File: src/rtl/nubus_memctl_pkg.sv
// ---------------------------------------------------------------------------
// nubus_memctl_pkg
// Shared types and constants for the NuBus / local-processor SRAM controller.
//   state_e : controller FSM states
//   owner_e : which requester owns the access in flight
//   CNT_W   : wait-state down-counter width (covers 0..15 wait states)
// ---------------------------------------------------------------------------
package nubus_memctl_pkg;

  localparam int CNT_W = 4;

  typedef enum logic [1:0] {
    IDLE   = 2'd0,
    ACCESS = 2'd1,
    RESP   = 2'd2,
    RECOV  = 2'd3
  } state_e;

  typedef enum logic {
    OWN_NUB = 1'b0,
    OWN_LOC = 1'b1
  } owner_e;

endpackage

File: src/rtl/nubus_memctl_arb.sv
// ---------------------------------------------------------------------------
// nubus_memctl_arb
// Two-way grant between the NuBus and local requesters.
// Build option: NUBUS_MEMCTL_RR_EN
//   defined   : round-robin; on a tie the requester not served last wins.
//   undefined : fixed priority, NuBus over local (local may starve).
// Ports:
//   clk_i, rst_n_i   : falling-edge NuBus clock (caller inverts nothing; the
//                      pointer updates on the falling edge), async reset
//   nub_valid_i      : NuBus request pending
//   loc_valid_i      : local request pending
//   take_i           : controller is committing this cycle's grant
//   gnt_any_o        : some requester is pending
//   gnt_owner_o      : winner, meaningful while gnt_any_o
// ---------------------------------------------------------------------------
module nubus_memctl_arb
  import nubus_memctl_pkg::*;
(
  input  logic   clk_i,
  input  logic   rst_n_i,
  input  logic   nub_valid_i,
  input  logic   loc_valid_i,
  input  logic   take_i,
  output logic   gnt_any_o,
  output owner_e gnt_owner_o
);

  assign gnt_any_o = nub_valid_i | loc_valid_i;

`ifdef NUBUS_MEMCTL_RR_EN
  // prio_loc_q holds the preferred side for the next tie: it always points
  // away from whoever was granted last, and resets to prefer NuBus.
  logic prio_loc_q;
  logic prio_loc_d;

  always_comb begin
    gnt_owner_o = OWN_NUB;
    if (nub_valid_i && loc_valid_i) begin
      gnt_owner_o = prio_loc_q ? OWN_LOC : OWN_NUB;
    end else if (loc_valid_i) begin
      gnt_owner_o = OWN_LOC;
    end
  end

  always_comb begin
    prio_loc_d = prio_loc_q;
    if (take_i && gnt_any_o) begin
      prio_loc_d = (gnt_owner_o == OWN_NUB);
    end
  end

  always_ff @(negedge clk_i or negedge rst_n_i) begin
    if (!rst_n_i) begin
      prio_loc_q <= 1'b0;
    end else begin
      prio_loc_q <= prio_loc_d;
    end
  end
`else
  assign gnt_owner_o = nub_valid_i ? OWN_NUB : OWN_LOC;

  // Fixed priority keeps no history.
  logic unused_arb;
  assign unused_arb = ^{clk_i, rst_n_i, take_i};
`endif

endmodule

File: src/rtl/nubus_memctl.sv
// ---------------------------------------------------------------------------
// nubus_memctl
// Serves the NuBus slave memory port and a local processor port from one
// shared synchronous 32-bit SRAM. Arbitrates, sequences each access with
// WAIT_STATES extra cycles, and returns a one-cycle ready per transfer.
// All registers update on the falling edge of nub_clkn.
// Build option: NUBUS_MEMCTL_RR_EN selects round-robin arbitration
// (see nubus_memctl_arb); undefined gives fixed NuBus-over-local priority.
//
// Ports:
//   nub_clkn, nub_resetn             : NuBus clock, async active-low reset
//   nub_valid/addr/wdata/wstrb       : NuBus request (wstrb == 0 is a read)
//   nub_ready, nub_rdata             : NuBus completion pulse and read data
//   loc_valid/addr/wdata/wstrb       : local processor request
//   loc_ready, loc_rdata             : local completion pulse and read data
//   sram_ce, sram_we, sram_addr,
//   sram_wdata                       : SRAM command (ce one cycle per access)
//   sram_rdata                       : SRAM read data, valid one cycle
//                                      after a read ce
//
// state  | meaning
// -------+-----------------------------------------------------------------
// IDLE   | no access; grant on the next edge if anyone is valid
// ACCESS | SRAM access in flight; ce in first cycle, counter runs to 0
// RESP   | owner's ready high for this single cycle
// RECOV  | one dead cycle so a requester can drop valid after ready;
//        | the grant decision is taken on the edge that leaves RECOV
// ---------------------------------------------------------------------------
module nubus_memctl
  import nubus_memctl_pkg::*;
#(
  parameter int ADDR_BITS   = 16,
  parameter int WAIT_STATES = 1
) (
  input  logic                 nub_clkn,
  input  logic                 nub_resetn,

  input  logic                 nub_valid,
  input  logic [31:0]          nub_addr,
  input  logic [31:0]          nub_wdata,
  input  logic [3:0]           nub_wstrb,
  output logic                 nub_ready,
  output logic [31:0]          nub_rdata,

  input  logic                 loc_valid,
  input  logic [31:0]          loc_addr,
  input  logic [31:0]          loc_wdata,
  input  logic [3:0]           loc_wstrb,
  output logic                 loc_ready,
  output logic [31:0]          loc_rdata,

  output logic                 sram_ce,
  output logic [3:0]           sram_we,
  output logic [ADDR_BITS-1:0] sram_addr,
  output logic [31:0]          sram_wdata,
  input  logic [31:0]          sram_rdata
);

  localparam logic [CNT_W-1:0] WS_LOAD = CNT_W'(WAIT_STATES);

  state_e                state_q, state_d;
  owner_e                owner_q, owner_d;
  logic [CNT_W-1:0]      cnt_q, cnt_d;
  logic                  ce_q, ce_d;
  logic [3:0]            we_q, we_d;
  logic [ADDR_BITS-1:0]  addr_q, addr_d;
  logic [31:0]           wdata_q, wdata_d;
  logic [31:0]           nub_rdata_q, nub_rdata_d;
  logic [31:0]           loc_rdata_q, loc_rdata_d;
  logic                  nub_ready_q, nub_ready_d;
  logic                  loc_ready_q, loc_ready_d;

  logic                  take;
  logic                  gnt_any;
  owner_e                gnt_owner;
  logic [31:0]           sel_addr;
  logic [31:0]           sel_wdata;
  logic [3:0]            sel_wstrb;

  nubus_memctl_arb u_arb (
    .clk_i       (nub_clkn),
    .rst_n_i     (nub_resetn),
    .nub_valid_i (nub_valid),
    .loc_valid_i (loc_valid),
    .take_i      (take),
    .gnt_any_o   (gnt_any),
    .gnt_owner_o (gnt_owner)
  );

  assign sel_addr  = (gnt_owner == OWN_LOC) ? loc_addr  : nub_addr;
  assign sel_wdata = (gnt_owner == OWN_LOC) ? loc_wdata : nub_wdata;
  assign sel_wstrb = (gnt_owner == OWN_LOC) ? loc_wstrb : nub_wstrb;

  // Byte-lane and aliased high address bits are intentionally ignored.
  logic unused_addr;
  assign unused_addr = ^{sel_addr[31:ADDR_BITS+2], sel_addr[1:0]};

  always_comb begin
    state_d     = state_q;
    owner_d     = owner_q;
    cnt_d       = cnt_q;
    ce_d        = 1'b0;
    we_d        = we_q;
    addr_d      = addr_q;
    wdata_d     = wdata_q;
    nub_rdata_d = nub_rdata_q;
    loc_rdata_d = loc_rdata_q;
    nub_ready_d = 1'b0;
    loc_ready_d = 1'b0;
    take        = 1'b0;

    case (state_q)
      // Leaving RECOV grants directly so back-to-back accesses cost
      // WAIT_STATES+3 cycles; valid is sampled after the dead cycle.
      IDLE, RECOV: begin
        state_d = IDLE;
        if (gnt_any) begin
          take    = 1'b1;
          state_d = ACCESS;
          owner_d = gnt_owner;
          addr_d  = sel_addr[ADDR_BITS+1:2];
          wdata_d = sel_wdata;
          we_d    = sel_wstrb;
          ce_d    = 1'b1;
          cnt_d   = WS_LOAD;
        end
      end

      ACCESS: begin
        if (cnt_q == '0) begin
          state_d = RESP;
          if (owner_q == OWN_NUB) begin
            nub_ready_d = 1'b1;
            if (we_q == 4'h0) nub_rdata_d = sram_rdata;
          end else begin
            loc_ready_d = 1'b1;
            if (we_q == 4'h0) loc_rdata_d = sram_rdata;
          end
        end else begin
          cnt_d = cnt_q - CNT_W'(1);
        end
      end

      RESP: begin
        state_d = RECOV;
      end

      default: begin
        state_d = IDLE;
      end
    endcase
  end

  always_ff @(negedge nub_clkn or negedge nub_resetn) begin
    if (!nub_resetn) begin
      state_q     <= IDLE;
      owner_q     <= OWN_NUB;
      cnt_q       <= '0;
      ce_q        <= 1'b0;
      we_q        <= 4'h0;
      addr_q      <= '0;
      wdata_q     <= '0;
      nub_rdata_q <= '0;
      loc_rdata_q <= '0;
      nub_ready_q <= 1'b0;
      loc_ready_q <= 1'b0;
    end else begin
      state_q     <= state_d;
      owner_q     <= owner_d;
      cnt_q       <= cnt_d;
      ce_q        <= ce_d;
      we_q        <= we_d;
      addr_q      <= addr_d;
      wdata_q     <= wdata_d;
      nub_rdata_q <= nub_rdata_d;
      loc_rdata_q <= loc_rdata_d;
      nub_ready_q <= nub_ready_d;
      loc_ready_q <= loc_ready_d;
    end
  end

  assign sram_ce    = ce_q;
  assign sram_we    = we_q;
  assign sram_addr  = addr_q;
  assign sram_wdata = wdata_q;
  assign nub_ready  = nub_ready_q;
  assign loc_ready  = loc_ready_q;
  assign nub_rdata  = nub_rdata_q;
  assign loc_rdata  = loc_rdata_q;

endmodule

File: config.mk
export PLATFORM = sky130hd
export DESIGN_NAME = nubus_memctl
export DESIGN_NICKNAME = d
export VERILOG_FILES = /design/src/rtl/nubus_memctl_pkg.sv /design/src/rtl/nubus_memctl_arb.sv /design/src/rtl/nubus_memctl.sv
export SDC_FILE = /design/constraint.sdc
export NUM_CORES = 1
export LEC_CHECK = 0
export ABC_AREA = 1
export CAP_MARGIN = 40
export CORE_MARGIN = 1.5
export CORE_UTILIZATION = 43
export CTS_CLUSTER_SIZE = 24
export DETAILED_ROUTE_END_ITERATION = 12
export MAX_ROUTING_LAYER = met4
export PLACE_DENSITY = 0.83
export SLEW_MARGIN = 20
export SYNTH_ARGS = -nofsm -noshare
export SYNTH_HDL_FRONTEND = slang
export SYNTH_SLANG_ARGS = --single-unit
File: constraint.sdc
create_clock -name nub_clkn -period 2.5 [get_ports nub_clkn]
set_input_delay 0.25 -clock nub_clkn [delete_from_list [all_inputs] [get_ports nub_clkn]]
set_output_delay 0.25 -clock nub_clkn [all_outputs]
set_load 0.05 [all_outputs]
==> results.md <==
- Status: finished, violations left
- Failing checks: negative setup slack
- Global-route wire length before repair: 28300 µm
- Clock sinks: 126
- Syn avg cell area: 8.25 µm²
- Async SR Flop Fraction: 100%
- Placeable Area: 12600 µm²
- Synthesis-stage register bit count: 126
- Synth cell types: 22
- Pwr dens: 1550 nW/µm²
- DR iter-0 viols: 327
- Vias in the first global route: 5603
- Slew Limit Fails: 0
- Endpoints failing setup: 35
- Placed Instances: 1086
- CP delay by family, top: flip-flops
- # hold bufs at CTS: 0
- DRC: 0
- P&R area growth vs syn: 87.0%
- Unrepaired setup endpoints after global routing: yes
- Worst hold path type: reg2reg
- Hpwl dp: 13300 µm
- VDD IR max: 0.728 mV
- Grt met3 use: 6.85%
- Count leader, synth: nand2_1
- Crit-path slowest cell: dfrtn_1
- Starting density of the core: 44.2%
- # fillers: 690
- GPL Wtd Cong: 0.815
- CP Launch Type: flop
- DIE HEIGHT: 117 µm
- Gate Count Post-Synth: 676
- Total of max-cap violations: 0
- Grt total ovfl: 0
- GR peak layer: met2
- Final hold vios: 0
- Die width: 117 µm
- Worst Path Max Fanout: 2
- Nets: 1141
- Antenna violation net count after detailed routing: 0
- Met2 Track Usage GR: 50.3%
- Synth area leader: dfrtn_1
- IO buf count: 258
- Die area: 13700 µm²
- Tightest Pin Transition: 389 ps
- EDFF count, synth: 0
- TritonRoute pass-1 iters: 4
- Area of the multi-input gates: 1950 µm²
- Pin count of the biggest net entering global routing: 61
- Vias per inst: 4.86
- Routed via count: 5593
- CP Cell Sequence: buf_12
- Core Rows: 41
- Top Ports: 291
- Register area share after synthesis: 56.5%
- Final WS setup: -47.1 ps
- Fin Clk Skew: 6.40 ps
- Clk buf depth: 2
- Global router's overall resource usage: 28.7%
- Critical path data arrival time: 2300 ps
- Initial antenna violation count: 0
- Register area: 3150 µm²
- Root Buffer: clkbuf_16
- Layout Cells excl Fill: 1151
- H-tree depth: 4
- TritonCTS Buffers: 17
- Ant diodes: 0
- CP max stage delay: 490 ps
- Met1 Use GR: 31.9%
- DR WL/cell: 15.9 µm
- LEAKAGE: 0.00503 µW
- Top_reg_cell synth: dfrtn_1
- WS Path Type: reg2out
- Worst skew pair latency: 390 ps
- Worst path bufs/invs: 1
- Crit end category: output port
- TritonCTS clock tree: done
- Post-Place Setup Slack: -351 ps
- Synth area leaders: dfrtn_1 (57%), nand2_1 (21%), o21ai_0 (9.4%)
- CTS clk-pin slew, worst paths: 40 ps
- Layout cells sized above 1: 21.9%
- Yosys warning total: 0
- Synth top cells by count: nand2_1 (309), dfrtn_1 (126), o21ai_0 (105)
- Mapped Area: 5580 µm²
- Slew HR: 73.8%
- Post-synth top area share: 56.5%
- Req. time, crit path: 2250 ps
- Final wirelength: 18300 µm
- Net Count, Synth: 851
-- cell type report --
cell class,instances,share of cell area [%]
clock buffers,21,4.41
clock inverters,11,1.57
inverters,64,2.30
multi-input cells,450,18.7
flip-flops and latches,126,30.2
well taps,172,2.06
repair buffers,307,40.8
-- where the power goes --
group / switching [µW] / internal, µW / leakage, µW
logic: 5110 / 4470 / 0.00331
clock network: 874 / 1720 / 0.000303
registers: 1010 / 3050 / 0.00141
total: 6990 / 9230 / 0.00503
-- per-stage QoR --
stage               utilization (%)  total power (µW)  area [µm²]  hold slack [ps]  setup TNS [ps]
finish                         82.7             16200       10400              481            -379
global route                   82.7             16900       10400              501           -2770
CTS                            81.7             16000       10300              483            -859
detailed placement             75.5             13100        9530              469          -14850
global placement               75.5             12800        9530              442          -12490
floorplan                         -              8140        5580              411               0
-- state kept, by name, indices dropped and copies added, names as in the netlist, 2 cells and up --
register / count
sram_wdata: 32
sram_addr: 16
sram_we: 4
cnt_q: 4
loc_rdata: 32
state_q: 2
nub_rdata: 32
-- final timing paths --
path	startpoint	to	slack [ps]	cells past startpoint
setup / recovery	loc_rdata[31]$_DFFE_NN0P_	loc_rdata[31]	-50	1
hold / removal	loc_rdata[18]$_DFFE_NN0P_	loc_rdata[18]$_DFFE_NN0P_	480	2
setup reg to reg	state_q[0]$_DFFE_NN0P_	loc_rdata[4]$_DFFE_NN0P_	480	7
hold reg to reg	loc_rdata[18]$_DFFE_NN0P_	loc_rdata[18]$_DFFE_NN0P_	480	2
max in group asynchronous	nub_resetn	sram_wdata[17]$_DFFE_NN0P_	1130	2
min in group asynchronous	nub_resetn	loc_rdata[30]$_DFFE_NN0P_	860	1
-- worst min-delay path, delay by kind of cell, from the launching register on --
kind	cells	cell delay (ps)
flops	1	440
simple gates	2	120
-- per-layer routing --
metal  share of wire [%]  vias up
met5                   0        -
met4                 2.4        0
met3                 7.6       34
met2                  53      263
met1                  37     2628
li1                    -     2668
-- cells by family after synthesis --
logic type | synth area share [%]
simple gates | 23.7
compound gates | 10.4
flops | 56.5
buf+inv | 8.72
fa+ha+maj | 0.673
-- timing repair --
action | 4_1_cts | 5_1_grt
resized for setup | 0 | 1
setup endpoints to repair | 83 | 117
cloned | 0 | 1
pin swaps | 0 | 1
buffers inserted | 21 | 11
hold endpoints to repair | 0 | 0
-- cells in the final DEF (no fill, tap or decap) --
master,count
nand3_1,4
nor2_1,8
o21ai_4,1
o21ai_0,104
inv_1,63
clkinv_4,1
nand2_1,309
clkbuf_16,18
buf_2,1
bufinv_16,4
nor2_4,3
buf_6,1
buf_4,40
inv_2,1
clkdlybuf4s50_1,137
a21oi_1,2
dfrtn_1,126
clkbuf_8,2
o211ai_1,2
o21ai_1,5
ha_1,3
nand4_4,1
nor2_2,2
nand3_2,2
clkbuf_1,2
nand2_2,4
clkinv_2,4
clkinvlp_4,2
buf_12,127
(Power assumes the default switching activity.)
